## config.mk

```make
export PLATFORM = sky130hd
export DESIGN_NAME = contador_cm_param_flat
export DESIGN_NICKNAME = d
export VERILOG_FILES = /design/src/rtl/contador_cm_param_if.sv /design/src/rtl/contador_cm_param.sv /design/src/flat_wrapper.sv
export SDC_FILE = /design/constraint.sdc
export NUM_CORES = 1
export LEC_CHECK = 0
export CORE_ASPECT_RATIO = 0.6
export CORE_MARGIN = 5
export CORE_UTILIZATION = 50
export CTS_CLUSTER_DIAMETER = 30
export DETAILED_ROUTE_END_ITERATION = 7
export PLACE_DENSITY = 0.7
export SLEW_MARGIN = 20
export SYNTH_ARGS = -nofsm -noshare
export SYNTH_HDL_FRONTEND = slang
export SYNTH_SLANG_ARGS = --single-unit
```

## constraint.sdc

```tcl
create_clock -name clock -period 5.35 [get_ports clock]
set_input_delay 0.535 -clock clock [delete_from_list [all_inputs] [get_ports clock]]
set_output_delay 0.535 -clock clock [all_outputs]
set_load 0.03 [all_outputs]
```

## src/rtl/contador_cm_param_if.sv

```systemverilog
// Echo-ranging bundle between the sensor front end and the cm counter.
// The master drives the synchronised echo; the slave returns the BCD distance and status.
interface contador_cm_param_if #(
    parameter int DIGITS = 3
) ();
    logic                  pulso;
    logic [4*DIGITS-1:0]   distancia;
    logic                  pronto;
    logic                  timeout;
    logic                  medindo;

    modport master (
        output pulso,
        input  distancia,
        input  pronto,
        input  timeout,
        input  medindo
    );

    modport slave (
        input  pulso,
        output distancia,
        output pronto,
        output timeout,
        output medindo
    );
endinterface

```

## src/rtl/contador_cm_param.sv

```systemverilog
// Echo-pulse to BCD centimetre converter: tick divider, DIGITS-wide BCD counter, range timeout.
// Optional half-cm rounding is enabled by defining CONTADOR_CM_ROUND_EN.
module contador_cm_param #(
    parameter int TICKS_PER_CM = 2941,
    parameter int DIGITS       = 3,
    parameter int MAX_CM       = 400
) (
    input  logic               clock,
    input  logic               reset,
    contador_cm_param_if.slave bus
);
    localparam int BW = 4 * DIGITS;
    localparam int TW = $clog2(TICKS_PER_CM);

    function automatic logic [BW-1:0] to_bcd(input int value);
        logic [BW-1:0] r;
        int            v;
        r = '0;
        v = value;
        for (int i = 0; i < DIGITS; i++) begin
            r[4*i +: 4] = 4'(v % 10);
            v           = v / 10;
        end
        return r;
    endfunction

    function automatic logic [BW-1:0] bcd_inc(input logic [BW-1:0] x);
        logic [BW-1:0] r;
        logic          c;
        r = x;
        c = 1'b1;
        for (int i = 0; i < DIGITS; i++) begin
            if (c) begin
                if (x[4*i +: 4] == 4'd9) begin
                    r[4*i +: 4] = 4'd0;
                    c           = 1'b1;
                end else begin
                    r[4*i +: 4] = x[4*i +: 4] + 4'd1;
                    c           = 1'b0;
                end
            end else begin
                r[4*i +: 4] = x[4*i +: 4];
            end
        end
        return r;
    endfunction

    localparam logic [BW-1:0] MAX_BCD  = to_bcd(MAX_CM);
    localparam logic [TW-1:0] TICK_TOP = TW'(TICKS_PER_CM - 1);

    generate
        if (TICKS_PER_CM < 2 || MAX_CM < 1 || MAX_CM > (10 ** DIGITS) - 1) begin : g_bad_param
            $error("contador_cm_param: illegal TICKS_PER_CM/MAX_CM/DIGITS combination");
        end
    endgenerate

    typedef enum logic [1:0] {
        IDLE = 2'd0,
        MEDE = 2'd1,
        TOUT = 2'd2,
        FIM  = 2'd3
    } state_t;

    state_t        state_q, state_d;
    logic [TW-1:0] tcnt_q, tcnt_d;
    logic [BW-1:0] cm_q, cm_d;
    logic [BW-1:0] dist_q, dist_d;
    logic          tout_q, tout_d;

    logic          pronto_s;
    logic          medindo_s;
    logic          wrap_s;
    logic          rnd_s;
    logic [BW-1:0] cm_inc_s;
    logic [BW-1:0] sum_s;
    logic [BW-1:0] result_s;

    assign wrap_s   = (tcnt_q == TICK_TOP);
    assign cm_inc_s = bcd_inc(cm_q);

`ifdef CONTADOR_CM_ROUND_EN
    localparam logic [TW-1:0] TICK_HALF = TW'(TICKS_PER_CM / 2);
    assign rnd_s = (tcnt_q >= TICK_HALF);
`else
    assign rnd_s = 1'b0;
`endif

    // Valid BCD orders like unsigned binary, so the clamp can compare directly.
    assign sum_s    = rnd_s ? cm_inc_s : cm_q;
    assign result_s = (sum_s > MAX_BCD) ? MAX_BCD : sum_s;

    // State register.
    always_ff @(posedge clock or posedge reset) begin
        if (reset) begin
            state_q <= IDLE;
        end else begin
            state_q <= state_d;
        end
    end

    // Next-state decode.
    always_comb begin
        state_d = state_q;
        case (state_q)
            IDLE: begin
                if (bus.pulso) state_d = MEDE;
                else           state_d = IDLE;
            end
            MEDE: begin
                if (!bus.pulso)                          state_d = FIM;
                else if (wrap_s && cm_inc_s == MAX_BCD)  state_d = TOUT;
                else                                     state_d = MEDE;
            end
            TOUT: begin
                if (!bus.pulso) state_d = FIM;
                else            state_d = TOUT;
            end
            FIM:     state_d = IDLE;
            default: state_d = IDLE;
        endcase
    end

    // Moore outputs decoded from the state register.
    always_comb begin
        pronto_s  = 1'b0;
        medindo_s = 1'b0;
        case (state_q)
            IDLE: begin
                pronto_s  = 1'b0;
                medindo_s = 1'b0;
            end
            MEDE, TOUT: begin
                pronto_s  = 1'b0;
                medindo_s = 1'b1;
            end
            FIM: begin
                pronto_s  = 1'b1;
                medindo_s = 1'b0;
            end
            default: begin
                pronto_s  = 1'b0;
                medindo_s = 1'b0;
            end
        endcase
    end

    // Datapath next values: tick divider, BCD counter, result latch, sticky timeout.
    always_comb begin
        tcnt_d = tcnt_q;
        cm_d   = cm_q;
        dist_d = dist_q;
        tout_d = tout_q;
        case (state_q)
            IDLE: begin
                // The sample that starts the measurement is already one tick of echo.
                if (bus.pulso) begin
                    tcnt_d = TW'(1);
                    cm_d   = '0;
                    tout_d = 1'b0;
                end else begin
                    tcnt_d = tcnt_q;
                end
            end
            MEDE: begin
                if (bus.pulso) begin
                    if (wrap_s) begin
                        tcnt_d = '0;
                        cm_d   = cm_inc_s;
                        if (cm_inc_s == MAX_BCD) tout_d = 1'b1;
                        else                     tout_d = tout_q;
                    end else begin
                        tcnt_d = tcnt_q + TW'(1);
                    end
                end else begin
                    dist_d = result_s;
                end
            end
            TOUT: begin
                if (!bus.pulso) dist_d = MAX_BCD;
                else            dist_d = dist_q;
            end
            FIM:     dist_d = dist_q;
            default: dist_d = dist_q;
        endcase
    end

    // Datapath registers.
    always_ff @(posedge clock or posedge reset) begin
        if (reset) begin
            tcnt_q <= '0;
            cm_q   <= '0;
            dist_q <= '0;
            tout_q <= 1'b0;
        end else begin
            tcnt_q <= tcnt_d;
            cm_q   <= cm_d;
            dist_q <= dist_d;
            tout_q <= tout_d;
        end
    end

    assign bus.distancia = dist_q;
    assign bus.timeout   = tout_q;
    assign bus.pronto    = pronto_s;
    assign bus.medindo   = medindo_s;
endmodule
```

## src/flat_wrapper.sv

```systemverilog
// flat-port wrapper written by rule: the top's interface ports become plain ports
module contador_cm_param_flat 
#(
    parameter int TICKS_PER_CM = 2941,
    parameter int DIGITS       = 3,
    parameter int MAX_CM       = 400
)
  (clock, reset, bus_pulso, bus_distancia, bus_pronto, bus_timeout, bus_medindo);
  contador_cm_param_if #(.DIGITS(DIGITS)) bus_i ();
  input  logic clock;
  input  logic reset;
  input wire logic [$bits(bus_i.pulso)-1:0] bus_pulso;
  output wire logic [$bits(bus_i.distancia)-1:0] bus_distancia;
  output wire logic [$bits(bus_i.pronto)-1:0] bus_pronto;
  output wire logic [$bits(bus_i.timeout)-1:0] bus_timeout;
  output wire logic [$bits(bus_i.medindo)-1:0] bus_medindo;
  assign bus_i.pulso = bus_pulso;
  assign bus_distancia = bus_i.distancia;
  assign bus_pronto = bus_i.pronto;
  assign bus_timeout = bus_i.timeout;
  assign bus_medindo = bus_i.medindo;
  contador_cm_param #(.TICKS_PER_CM(TICKS_PER_CM), .DIGITS(DIGITS), .MAX_CM(MAX_CM)) u_core (.clock(clock), .reset(reset), .bus(bus_i));
endmodule
```

==> impl_results.rst, run 1 <==
.. list-table::
   :header-rows: 1

   * - Metric
     - Value
   * - Fill cell count
     - 354
   * - # H-tree levels
     - 2
   * - Total number of placement rows
     - 18
   * - Drt first-iter violations
     - 98
   * - Max Cap Viol
     - 0
   * - Post-synthesis cell type with the largest combined area
     - dfrtp_1
   * - #FFs+latches synth
     - 39
   * - Clock Sink Count
     - 39
   * - Switch Pwr
     - 0.0005756 W
   * - Top-level I/O count
     - 18
   * - Part of the cycle the worst path needs
     - 0.5079
   * - Total non-filler cell area in the finished layout
     - 2476 um^2
   * - Final hold violations
     - 0
   * - Dominant synthesized flop cell
     - dfrtp_1
   * - Setup repair after global routing missed its margin
     - false
   * - Vias post-DR
     - 1668
   * - Quantity of hold-fixing buffers added after cts
     - 0
   * - Cells after synthesis
     - 226
   * - Peak fanout along the critical path
     - 28
   * - Status
     - finished clean
   * - Nets
     - 245
   * - Relative contribution of the clock network to total power
     - 0.204
   * - Clock edge transition at the registers on the reported setup and hold paths
     - 0.08 ns
   * - Fraction of synthesized cell area taken by the top area cell type
     - 0.4462
   * - Cell types with the largest area share after synthesis
     - dfrtp_1 45%, a22o_1 5.6%, nand2_1 4.8%, ha_1 3.4%, nor2_1 2.9%
   * - Seq/Total Area, Yosys
     - 0.4462
   * - Share of synthesized registers carrying an async set or reset
     - 1.000
   * - Initial DRT Pass Iterations
     - 4
   * - Min Hold Slack
     - 0.4986 ns
   * - Worst hold path type
     - reg -> reg
   * - Number of nets produced by synthesis
     - 235
   * - Antenna violations before repair
     - 0
   * - Proportion of layout cells with a drive suffix above 1
     - 0.08017
   * - Detailed-route wire length
     - 4438 um
   * - Min Clock Period, post-route
     - 2.717 ns
   * - Worst vdd rail ir drop
     - 0.0002856 V
   * - Slew @ Worst Pin
     - 0.9543 ns
   * - Fraction of power spent switching nets
     - 0.4069
   * - PnR worst setup slack
     - 2.633 ns
   * - Critical path startpoint category
     - flip-flop
   * - Layout area overhead
     - 13.21%
   * - Initial standard-cell utilization of the core
     - 0.5249
   * - Die Span X
     - 95.39 um
   * - Global-route wire length before repair
     - 7962 um
   * - Weighted congestion reported at the end of routability-driven placement
     - 0.7995
   * - Share of power burned in registers
     - 0.361
   * - Number of cells upsized or downsized after cts
     - 0
   * - Endpoints failing setup
     - 0
   * - Leak Pwr
     - 1.083 nW
   * - Area of the core
     - 4167 um^2
   * - Largest net degree at the start of global routing
     - 40
   * - Post-CTS Setup Repair Bufs
     - 0
   * - Final Max Slew Viols
     - 0
   * - Required time worst endpoint
     - 5.58 ns
   * - Maximum frequency from static timing analysis
     - 368.0 MHz
   * - Combinational fraction of design power
     - 0.435
   * - Clock latency at the later pin of the worst-skew pair
     - 0.29 ns
   * - Area enclosed by the die boundary
     - 5840 um^2
   * - Synth warn
     - 0
   * - Classification of the worst setup path
     - reg -> reg
   * - Buffer cell driving the clock tree root
     - clkbuf_8
   * - Unique cell type count in the Yosys netlist
     - 51
   * - Vias in the first global route
     - 1585
   * - Post-synth design cell area
     - 2187 um^2
   * - Synthesized area divided by synthesized cell count
     - 9.677 um^2
   * - Total negative slack for setup checks
     - 0 ns
   * - CP Capture Type
     - flip-flop
   * - Residual antenna-violating net count after detailed routing
     - 0
   * - Total track usage
     - 0.1765
   * - Number of enable-type register cells in the synthesized netlist
     - 0
   * - Die Height
     - 61.23 um
   * - # diodes
     - 0
   * - Worst Skew
     - 0.007214 ns
   * - Power density relative to cell area
     - 571.4 nW/um^2
   * - Avg WL per Cell
     - 14.94 um
   * - Post-route DRC
     - 0
   * - I/O Buffers
     - 17
   * - Detailed placer's ending HPWL
     - 3106 um
   * - Post-detailed-placement cell area
     - 2344 um^2
   * - Worst slack after detailed placement
     - 2.659 ns
   * - Worst slew margin relative to its limit
     - 0.3638
   * - Final global-route overflow total
     - 0
   * - TritonCTS clock tree
     - yes
   * - Total CTS buffers
     - 5
   * - Cell-internal power
     - 0.0008391 W
   * - Post-layout total power
     - 0.001415 W
   * - Ratio of routed vias to standard cells
     - 5.616
   * - Arrival time at the worst endpoint
     - 2.95 ns
   * - Clock Path Buffers
     - 2
## power groups by stage
stage | Clock (W) | Sequential [W] | Combinational [W]
finish | 0.000289 | 0.000511 | 0.000615
global route | 0.000308 | 0.000533 | 0.000674
CTS | 0.000294 | 0.000508 | 0.000619
detailed placement | 0 | 0.000511 | 0.000618
global placement | 0 | 0.000507 | 0.000608
floorplan | 0 | 0.000527 | 0.000447
## registers in the layout (all words and copies together) (netlist names), named ones only
register              count
u_core.cm_q              12
u_core.state_q            1
u_core.bus.distancia     12
u_core.bus.timeout        1
u_core.tcnt_q            12
## Yosys cell counts (all sizes together), types with 2 or more instances
| master | n |
|---|---|
| nand2b | 3 |
| nand4 | 3 |
| nand3b | 4 |
| and3 | 5 |
| o22ai | 2 |
| a31oi | 2 |
| a22o | 14 |
| xor2 | 4 |
| o41ai | 2 |
| nand4b | 2 |
| or2 | 2 |
| o21ai | 11 |
| a21oi | 3 |
| nor2b | 3 |
| clkbuf | 6 |
| o221ai | 3 |
| a211o | 2 |
| nand2 | 28 |
| dfrtp | 39 |
| inv | 8 |
| nor3 | 7 |
| nor2 | 17 |
| xnor2 | 4 |
| and2 | 2 |
| o211ai | 2 |
| and4bb | 2 |
| o31ai | 2 |
| buf | 11 |
| nand3 | 10 |
| ha | 6 |
## placed cells by master (no fill, tap or decap), types with 4 or more instances in the layout
cell type,instances
nor2_1,17
nor3_1,7
and3_1,5
inv_1,8
nand3_1,10
xor2_1,4
nand2_1,28
ha_1,6
dfrtp_1,39
a22o_1,14
clkdlybuf4s50_1,17
o21ai_0,10
xnor2_1,4
clkbuf_8,5
## final timing paths
path / slack (ns) / startpoint / cells after the start / end
worst max-delay path: 2.63 / flip-flop / 7 / u_core.cm_q[6]$_DFFE_PP0P_
worst min-delay path: 0.50 / u_core.bus.distancia[11]$_DFFE_PP0P_ / 1 / u_core.bus.distancia[11]$_DFFE_PP0P_
worst max register to register: 2.63 / flip-flop / 7 / u_core.cm_q[6]$_DFFE_PP0P_
worst min register to register: 0.50 / u_core.bus.distancia[11]$_DFFE_PP0P_ / 1 / u_core.bus.distancia[11]$_DFFE_PP0P_
max in group asynchronous: 4.34 / reset / 3 / u_core.tcnt_q[8]$_DFFE_PP0P_
min in group asynchronous: 0.66 / reset / 3 / u_core.bus.distancia[2]$_DFFE_PP0P_
## area by class of cell
cell class / instances / area, um^2 / area share
clock buffer: 6 / 72.57 / 0.02931
clock inverter: 2 / 60.06 / 0.02425
inverter: 8 / 30.03 / 0.01213
multi-input combinational: 162 / 1070 / 0.4320
sequential: 39 / 975.9 / 0.3941
tap: 60 / 75.07 / 0.03032
timing repair buffer: 20 / 192.7 / 0.07782
## metal layers
metal	track usage	vias to the layer above	wire [um]
met5	0	-	0
met4	0.04858	0	36
met3	0.04029	4	226
met2	0.2448	40	1753
met1	0.2744	793	2421
li1	-	831	-
## critical path: stages (launching register included)
cell and delay (ns):
dfrtp_1 0.40, inv_1 0.11, ha_1 0.80, nor2_1 0.13, nor2_1 0.23, nand2_1 0.44
nor4b_1 0.41, a211o_1 0.14
## stage by stage
| step | std cells | util |
|---|---|---|
| global route | 297 | 0.5943 |
| detailed placement | 289 | 0.5625 |
| global placement | 289 | 0.5625 |
| CTS | 297 | 0.5943 |
| floorplan | 226 | - |
| finish | 297 | 0.5943 |
## logic make-up (layout without fill, tap and decap cells)
group / Yosys count / after routing / synth area share
AND/OR/NAND/NOR: 94 / 94 / 0.2283
flip-flops: 39 / 39 / 0.4462
adder cells (fa/ha/maj): 6 / 6 / 0.03432
XOR/XNOR: 8 / 8 / 0.03203
buffers and inverters: 25 / 36 / 0.06464
AO/OA/AOI/OAI: 52 / 52 / 0.1848
multiplexers: 2 / 2 / 0.009725
Power figures use the tool's default switching activity.
==> run 2: changes to the inputs <==
- PLACE_DENSITY: 0.7 -> 0.73
- clock period: 5.35 -> 2.4 ns (I/O delays scaled with it)
==> run 2 against run 1 <==
Against the previous run: sequential power increased by 120%; final cell count is 2.0% higher; fmax is 23% higher; clock skew down 0.0041 ns; via count increased by 1.7%; total power rose by 130%; critical endpoint is now u_core.cm_q[2]$_DFFE_PP0P_; critical path depth is the same; combinational power rose by 130%; core utilization grew 1.1 points; register-to-register slack worse by 2.4 ns; flip-flop and latch count unchanged; sequential share of layout area down 0.70 points; critical path type unchanged.
==> impl_results.rst, run 2 (same netlist as run 1, synthesis figures left out) <==
.. list-table::
   :header-rows: 1

   * - Metric
     - Value
   * - Largest net degree at the start of global routing
     - 40 (unchanged)
   * - Residual antenna-violating net count after detailed routing
     - 0 (unchanged)
   * - Area enclosed by the die boundary
     - 5840 um^2 (unchanged)
   * - Vias in the first global route
     - 1560 (-1.6%)
   * - Setup repair after global routing missed its margin
     - false
   * - Cell count after placement
     - 295 (+2.1%)
   * - Detailed-route wire length
     - 4424 um (-0.32%)
   * - Critical path startpoint category
     - flip-flop
   * - Post-route DRC
     - 0 (unchanged)
   * - Worst vdd rail ir drop
     - 0.0004415 V (+55%)
   * - Global-route wire length before repair
     - 7445 um (-6.5%)
   * - CP Capture Type
     - flip-flop
   * - Delay of the slowest cell on the worst path
     - 0.47 ns (-0.33 ns)
   * - Proportion of layout cells with a drive suffix above 1
     - 0.1029 (+0.02271)
   * - # diodes
     - 0 (unchanged)
   * - Clock edge transition at the registers on the reported setup and hold paths
     - 0.07 ns (about the same)
   * - Part of the cycle the worst path needs
     - 0.9231 (+0.4152)
   * - WP buf/inv
     - 2 (+1)
   * - Max Cap Viol
     - 0 (unchanged)
   * - Number of cells upsized or downsized after cts
     - 0 (unchanged)
   * - Classification of the worst setup path
     - reg -> reg
   * - Leak Pwr
     - 1.112 nW (+2.7%)
   * - Detailed placer's ending HPWL
     - 3144 um (+1.2%)
   * - Total negative slack for setup checks
     - 0 ns (unchanged)
   * - Buffer cell driving the clock tree root
     - clkbuf_8
   * - Final global-route overflow total
     - 0 (unchanged)
   * - Min Hold Slack
     - 0.3626 ns (-0.1361 ns)
   * - Required time worst endpoint
     - 2.57 ns (-3.01 ns)
   * - Most common library cell in the layout ignoring fill and taps
     - dfrtp_1
   * - Worst slew margin relative to its limit
     - 0.6475 (+0.2837)
   * - Die Span X
     - 95.39 um (unchanged)
   * - Worst hold path type
     - in -> async
   * - Area of the core
     - 4167 um^2 (unchanged)
   * - TritonCTS clock tree
     - yes
   * - Worst Skew
     - 0.003075 ns (-0.004139 ns)
   * - Crit-path cells
     - inv_1 -> ha_1 -> or3b_2 -> o31ai_1 -> nand2_1 -> buf_4 -> o311ai_0
   * - Quantity of hold-fixing buffers added after cts
     - 0 (unchanged)
   * - I/O Buffers
     - 17 (unchanged)
   * - Endpoints failing setup
     - 0 (unchanged)
   * - Antenna violations before repair
     - 0 (unchanged)
   * - Avg WL per Cell
     - 14.60 um (-2.3%)
   * - Initial standard-cell utilization of the core
     - 0.5249 (unchanged)
   * - Vias post-DR
     - 1696 (+1.7%)
   * - Arrival time at the worst endpoint
     - 2.39 ns (-0.56 ns)
   * - Total number of placement rows
     - 18 (unchanged)
   * - Clock Sink Count
     - 39 (unchanged)
   * - Die Height
     - 61.23 um (unchanged)
   * - Top-level I/O count
     - 18 (unchanged)
   * - Total track usage
     - 0.1694 (-0.007126)
   * - Power density relative to cell area
     - 1268 nW/um^2 (+120%)
   * - Worst path top cell family by delay
     - compound AO/OA/AOI/OAI gates
   * - Clock latency at the later pin of the worst-skew pair
     - 0.29 ns (about the same)
   * - Min Clock Period, post-route
     - 2.215 ns (-0.5019 ns)
   * - Maximum frequency from static timing analysis
     - 451.4 MHz (+23%)
   * - Total CTS buffers
     - 5 (unchanged)
   * - Commonest non-fill, non-tap cells in the layout
     - 39 x dfrtp_1, 28 x nand2_1, 17 x nor2_1, 17 x clkdlybuf4s50_1, 14 x a22o_1
   * - Final Max Slew Viols
     - 0 (unchanged)
   * - Post-CTS Setup Repair Bufs
     - 0 (unchanged)
   * - Ratio of routed vias to standard cells
     - 5.597 (-0.33%)
   * - Initial DRT Pass Iterations
     - 4 (unchanged)
   * - Peak fanout along the critical path
     - 20 (-29%)
   * - Worst-path cell with the longest stage delay
     - or3b_2
   * - Weighted congestion reported at the end of routability-driven placement
     - 0.8384 (+4.9%)
   * - Drt first-iter violations
     - 89 (-9.2%)
   * - Nets
     - 251 (+2.4%)
   * - Status
     - finished clean
   * - Layout area overhead
     - 15.27%
   * - Final hold violations
     - 0 (unchanged)
   * - Clock Path Buffers
     - 2 (unchanged)
   * - Non-filler instance count after layout
     - 303 (+2.0%)
   * - # H-tree levels
     - 2 (unchanged)
   * - Slew @ Worst Pin
     - 0.5247 ns (-0.4296 ns)
==> run 2: changes by cell type in the layout (fill, tap and decap cells not counted) <==
| cell | change |
|---|---|
| buf_4 | +6 |
==> run 2: stage by stage <==
step	power, W	setup WS, ns	cell area, um^2	utilization
finish	0.003196	0.1846	2521	0.6051
global route	0.003417	0.02504	2521	0.6051
CTS	0.003216	0.1941	2521	0.6051
detailed placement	0.002567	0.2130	2389	0.5733
global placement	0.002530	0.2761	2389	0.5733
floorplan	0.002171	0.3396	2187	-
==> run 2: path summary, 6_finish.rpt <==
check | startpoint | endpoint | slack [ns] | depth (start not counted)
worst max-delay path | u_core.tcnt_q[0]$_DFFE_PP0P_ | u_core.cm_q[2]$_DFFE_PP0P_ | 0.18 | 7
worst min-delay path | reset | async pin | 0.36 | 3
worst max register to register | u_core.tcnt_q[0]$_DFFE_PP0P_ | u_core.cm_q[2]$_DFFE_PP0P_ | 0.18 | 7
worst min register to register | u_core.bus.distancia[11]$_DFFE_PP0P_ | u_core.bus.distancia[11]$_DFFE_PP0P_ | 0.49 | 1
max in group asynchronous | reset | u_core.cm_q[2]$_DFFE_PP0P_ | 1.70 | 3
min in group clock | u_core.bus.distancia[11]$_DFFE_PP0P_ | u_core.bus.distancia[11]$_DFFE_PP0P_ | 0.49 | 1
==> run 2: cell type report <==
cell class	instances	area, um^2
clock buffer	6	72.57
inverter	8	30.03
fill	350	1645
timing repair buffer	26	237.7
clock inverter	2	60.06
sequential	39	975.9
tap	60	75.07
multi-input combinational	162	1070
==> run 2: routing by layer <==
layer,wire length [um],track usage,part of all wire,up-vias
met5,0,0,0,-
met4,78,0.07287,0.018,0
met3,320,0.04151,0.072,7
met2,1731,0.2348,0.39,49
met1,2293,0.2521,0.52,797
li1,-,-,-,843
==> run 2: worst register-to-register path, delay by kind of cell, from the launching register on <==
kind | cells | cell delay [ns]
buffers and inverters | 2 | 0.29
flip-flops | 1 | 0.41
AO/OA/AOI/OAI | 2 | 0.70
AND/OR/NAND/NOR | 2 | 0.57
adder cells (fa/ha/maj) | 1 | 0.13
==> run 2: report_power, final <==
part,internal (W),switching [W],total (W),leakage [nW]
registers,0.000869,0.000251,0.00112,0.494
clock network,0.000415,0.000225,0.000640,0.0654
logic,0.000632,0.000804,0.00144,0.553
==> run 3: changes to the inputs <==
- HOLD_SLACK_MARGIN: default -> 0.02
- PLACE_DENSITY: 0.73 -> default
- PLACE_DENSITY_LB_ADDON: default -> 0.05
==> run 3 against run 2 <==
Against the previous run: largest power group unchanged; flip-flop and latch count is the same; design area shrank 0.30%; critical path depth is the same; fmax shrank 0.69%; non-clock buffer count grew 1; total power grew 0.79%; clock power shrank 10%; setup slack lost 0.015 ns.
==> impl_results.rst, run 3 (same netlist as run 1, synthesis figures left out) <==
.. list-table::
   :header-rows: 1

   * - Metric
     - Value
   * - Status
     - finished clean
   * - Arrival time at the worst endpoint
     - 2.46 ns (+0.07 ns)
   * - Endpoints failing setup
     - 0 (unchanged)
   * - Die Height
     - 61.23 um (unchanged)
   * - Peak fanout along the critical path
     - 8 (-60%)
   * - Delay of the slowest cell on the worst path
     - 0.47 ns (about the same)
   * - Layout area overhead
     - 14.93%
   * - Total CTS buffers
     - 5 (unchanged)
   * - Met1 Routed Length
     - 2555 um (+11%)
   * - Initial DRT Pass Iterations
     - 4 (unchanged)
   * - Quantity of hold-fixing buffers added after cts
     - 0 (unchanged)
   * - Startpoint of the worst register-to-register path
     - u_core.tcnt_q[0]$_DFFE_PP0P_
   * - Buffer cell driving the clock tree root
     - clkbuf_8
   * - Cell seen most often among critical-path stages
     - a22o_1
   * - Total negative slack for setup checks
     - 0 ns (unchanged)
   * - Reg2reg setup slack
     - 0.17 ns (-0.02 ns)
   * - Total number of placement rows
     - 18 (unchanged)
   * - Leak Pwr
     - 1.113 nW (about the same)
   * - Avg WL per Cell
     - 16.84 um (+15%)
   * - Clock latency at the later pin of the worst-skew pair
     - 0.29 ns (about the same)
   * - Power density relative to cell area
     - 1282 nW/um^2 (+1.1%)
   * - Global-route wire length before repair
     - 8638 um (+16%)
   * - Number of cells on the worst reg-to-reg path
     - 7 (unchanged)
   * - Area of the core
     - 4167 um^2 (unchanged)
   * - Worst Skew
     - 0.005483 ns (+0.002408 ns)
   * - Antenna violations before repair
     - 0 (unchanged)
   * - Detailed route wirelength on metal3
     - 230 um (-28%)
   * - Worst path top cell family by delay
     - compound AO/OA/AOI/OAI gates
   * - Required time worst endpoint
     - 2.63 ns (+0.06 ns)
   * - TritonCTS clock tree
     - yes
   * - Detailed-route wire length
     - 5118 um (+16%)
   * - Min Clock Period, post-route
     - 2.231 ns (+0.01536 ns)
   * - Worst r2r dst
     - u_core.cm_q[3]$_DFFE_PP0P_
   * - Classification of the worst setup path
     - reg -> reg
   * - Nets
     - 252 (+0.40%)
   * - Ratio of routed vias to standard cells
     - 5.783 (+3.3%)
   * - Area enclosed by the die boundary
     - 5840 um^2 (unchanged)
   * - Top-level I/O count
     - 18 (unchanged)
   * - Drt first-iter violations
     - 88 (-1.1%)
   * - Weighted congestion reported at the end of routability-driven placement
     - 0.7772 (-7.3%)
   * - Worst vdd rail ir drop
     - 0.0006631 V (+50%)
   * - Maximum frequency from static timing analysis
     - 448.3 MHz (-0.69%)
   * - Crit-path cells
     - inv_1 -> ha_1 -> or3b_2 -> o31a_1 -> o41ai_1 -> a22o_1 -> a22o_1
   * - Met2 wire length
     - 2287 um (+32%)
   * - Vias post-DR
     - 1758 (+3.7%)
   * - Part of the cycle the worst path needs
     - 0.9295 (+0.006400)
   * - Die Span X
     - 95.39 um (unchanged)
   * - Initial standard-cell utilization of the core
     - 0.5249 (unchanged)
   * - Slew @ Worst Pin
     - 0.6303 ns (+0.1056 ns)
   * - Vias in the first global route
     - 1750 (+12%)
   * - Clock Path Buffers
     - 2 (unchanged)
   * - Final global-route overflow total
     - 0 (unchanged)
   * - Post-CTS Setup Repair Bufs
     - 0 (unchanged)
   * - Max Cap Viol
     - 0 (unchanged)
   * - WP buf/inv
     - 1 (-1)
   * - Worst-path cell with the longest stage delay
     - or3b_2
   * - Detailed placer's ending HPWL
     - 3558 um (+13%)
   * - Final hold violations
     - 0 (unchanged)
   * - I/O Buffers
     - 17 (unchanged)
   * - # diodes
     - 0 (unchanged)
   * - Worst slew margin relative to its limit
     - 0.5759 (-0.07157)
   * - # H-tree levels
     - 2 (unchanged)
   * - Most common library cell in the layout ignoring fill and taps
     - dfrtp_1
   * - Min Hold Slack
     - 0.3683 ns (+0.005753 ns)
   * - Residual antenna-violating net count after detailed routing
     - 0 (unchanged)
   * - Post-route DRC
     - 0 (unchanged)
   * - Setup repair after global routing missed its margin
     - false
   * - Total track usage
     - 0.1946 (+0.02525)
   * - CP Capture Type
     - flip-flop
   * - Proportion of layout cells with a drive suffix above 1
     - 0.1107 (+0.007775)
   * - Final Max Slew Viols
     - 0 (unchanged)
   * - Clock Sink Count
     - 39 (unchanged)
   * - Commonest non-fill, non-tap cells in the layout
     - 39 x dfrtp_1, 28 x nand2_1, 17 x nor2_1, 17 x clkdlybuf4s50_1, 14 x a22o_1
   * - Highest metal layer with signal wires
     - met4
   * - Worst hold path type
     - in -> async
   * - Clock edge transition at the registers on the reported setup and hold paths
     - 0.08 ns (about the same)
   * - Critical path startpoint category
     - flip-flop
   * - Largest net degree at the start of global routing
     - 40 (unchanged)
   * - Number of cells upsized or downsized after cts
     - 0 (unchanged)
[run 3: cell count changes in the layout (fill, tap and decap cells not counted)]
cell and delta:
buf_4 +1, bufinv_16 -1, clkbuf_1 -1, clkbuf_8 +1
clkinv_2 +1
[run 3: worst min-delay path: stages]
cell	delay, ns
clkdlybuf4s50_1	0.39
inv_1	0.05
buf_4	0.43
[run 3: per-layer routing]
| layer | GRT usage | vias up |
|---|---|---|
| met1 | 0.2814 | 849 |
| met2 | 0.2935 | 58 |
| met4 | 0.06275 | 0 |
| met5 | 0 | - |
| li1 | - | 845 |
| met3 | 0.04396 | 6 |
[run 3: through the flow]
stage	utilization	setup slack [ns]	instance area (um^2)	power, W	cells
final	0.6033	0.1693	2514	0.003222	304
after floorplan	-	0.3396	2187	0.002171	226
after detailed placement	0.5751	0.2266	2396	0.002634	296
after global placement	0.5751	0.3233	2396	0.002543	296
after global routing	0.6033	0.05704	2514	0.003417	304
after CTS	0.6033	0.1829	2514	0.003226	304
[run 3: power breakdown]
| group | leakage [nW] | total (W) | internal, W | switching [W] |
|---|---|---|---|---|
| clock | 0.0612 | 0.000575 | 0.000337 | 0.000238 |
| sequential | 0.494 | 0.00115 | 0.000869 | 0.000277 |
| combinational | 0.558 | 0.00150 | 0.000653 | 0.000848 |
[run 3: area by class of cell]
type | instances | area (um^2)
clock buffer | 6 | 82.58
inverter | 8 | 30.03
fill | 354 | 1653
timing repair buffer | 27 | 245.2
clock inverter | 2 | 35.03
tap | 60 | 75.07
multi-input combinational | 162 | 1070
sequential | 39 | 975.9
[run 3: worst max path at each step]
| stage | start | end | slack (ns) | cells past startpoint |
|---|---|---|---|---|
| floorplan | u_core.tcnt_q[0]$_DFFE_PP0P_ | u_core.cm_q[11]$_DFFE_PP0P_ | 0.34 | 9 |
| detailed placement | u_core.tcnt_q[0]$_DFFE_PP0P_ | u_core.cm_q[6]$_DFFE_PP0P_ | 0.23 | 8 |
| global route | u_core.tcnt_q[0]$_DFFE_PP0P_ | u_core.cm_q[6]$_DFFE_PP0P_ | 0.06 | 8 |
| finish | u_core.tcnt_q[0]$_DFFE_PP0P_ | u_core.cm_q[3]$_DFFE_PP0P_ | 0.17 | 7 |
| CTS | u_core.tcnt_q[0]$_DFFE_PP0P_ | u_core.cm_q[3]$_DFFE_PP0P_ | 0.18 | 7 |
| global placement | u_core.tcnt_q[0]$_DFFE_PP0P_ | u_core.cm_q[6]$_DFFE_PP0P_ | 0.32 | 8 |
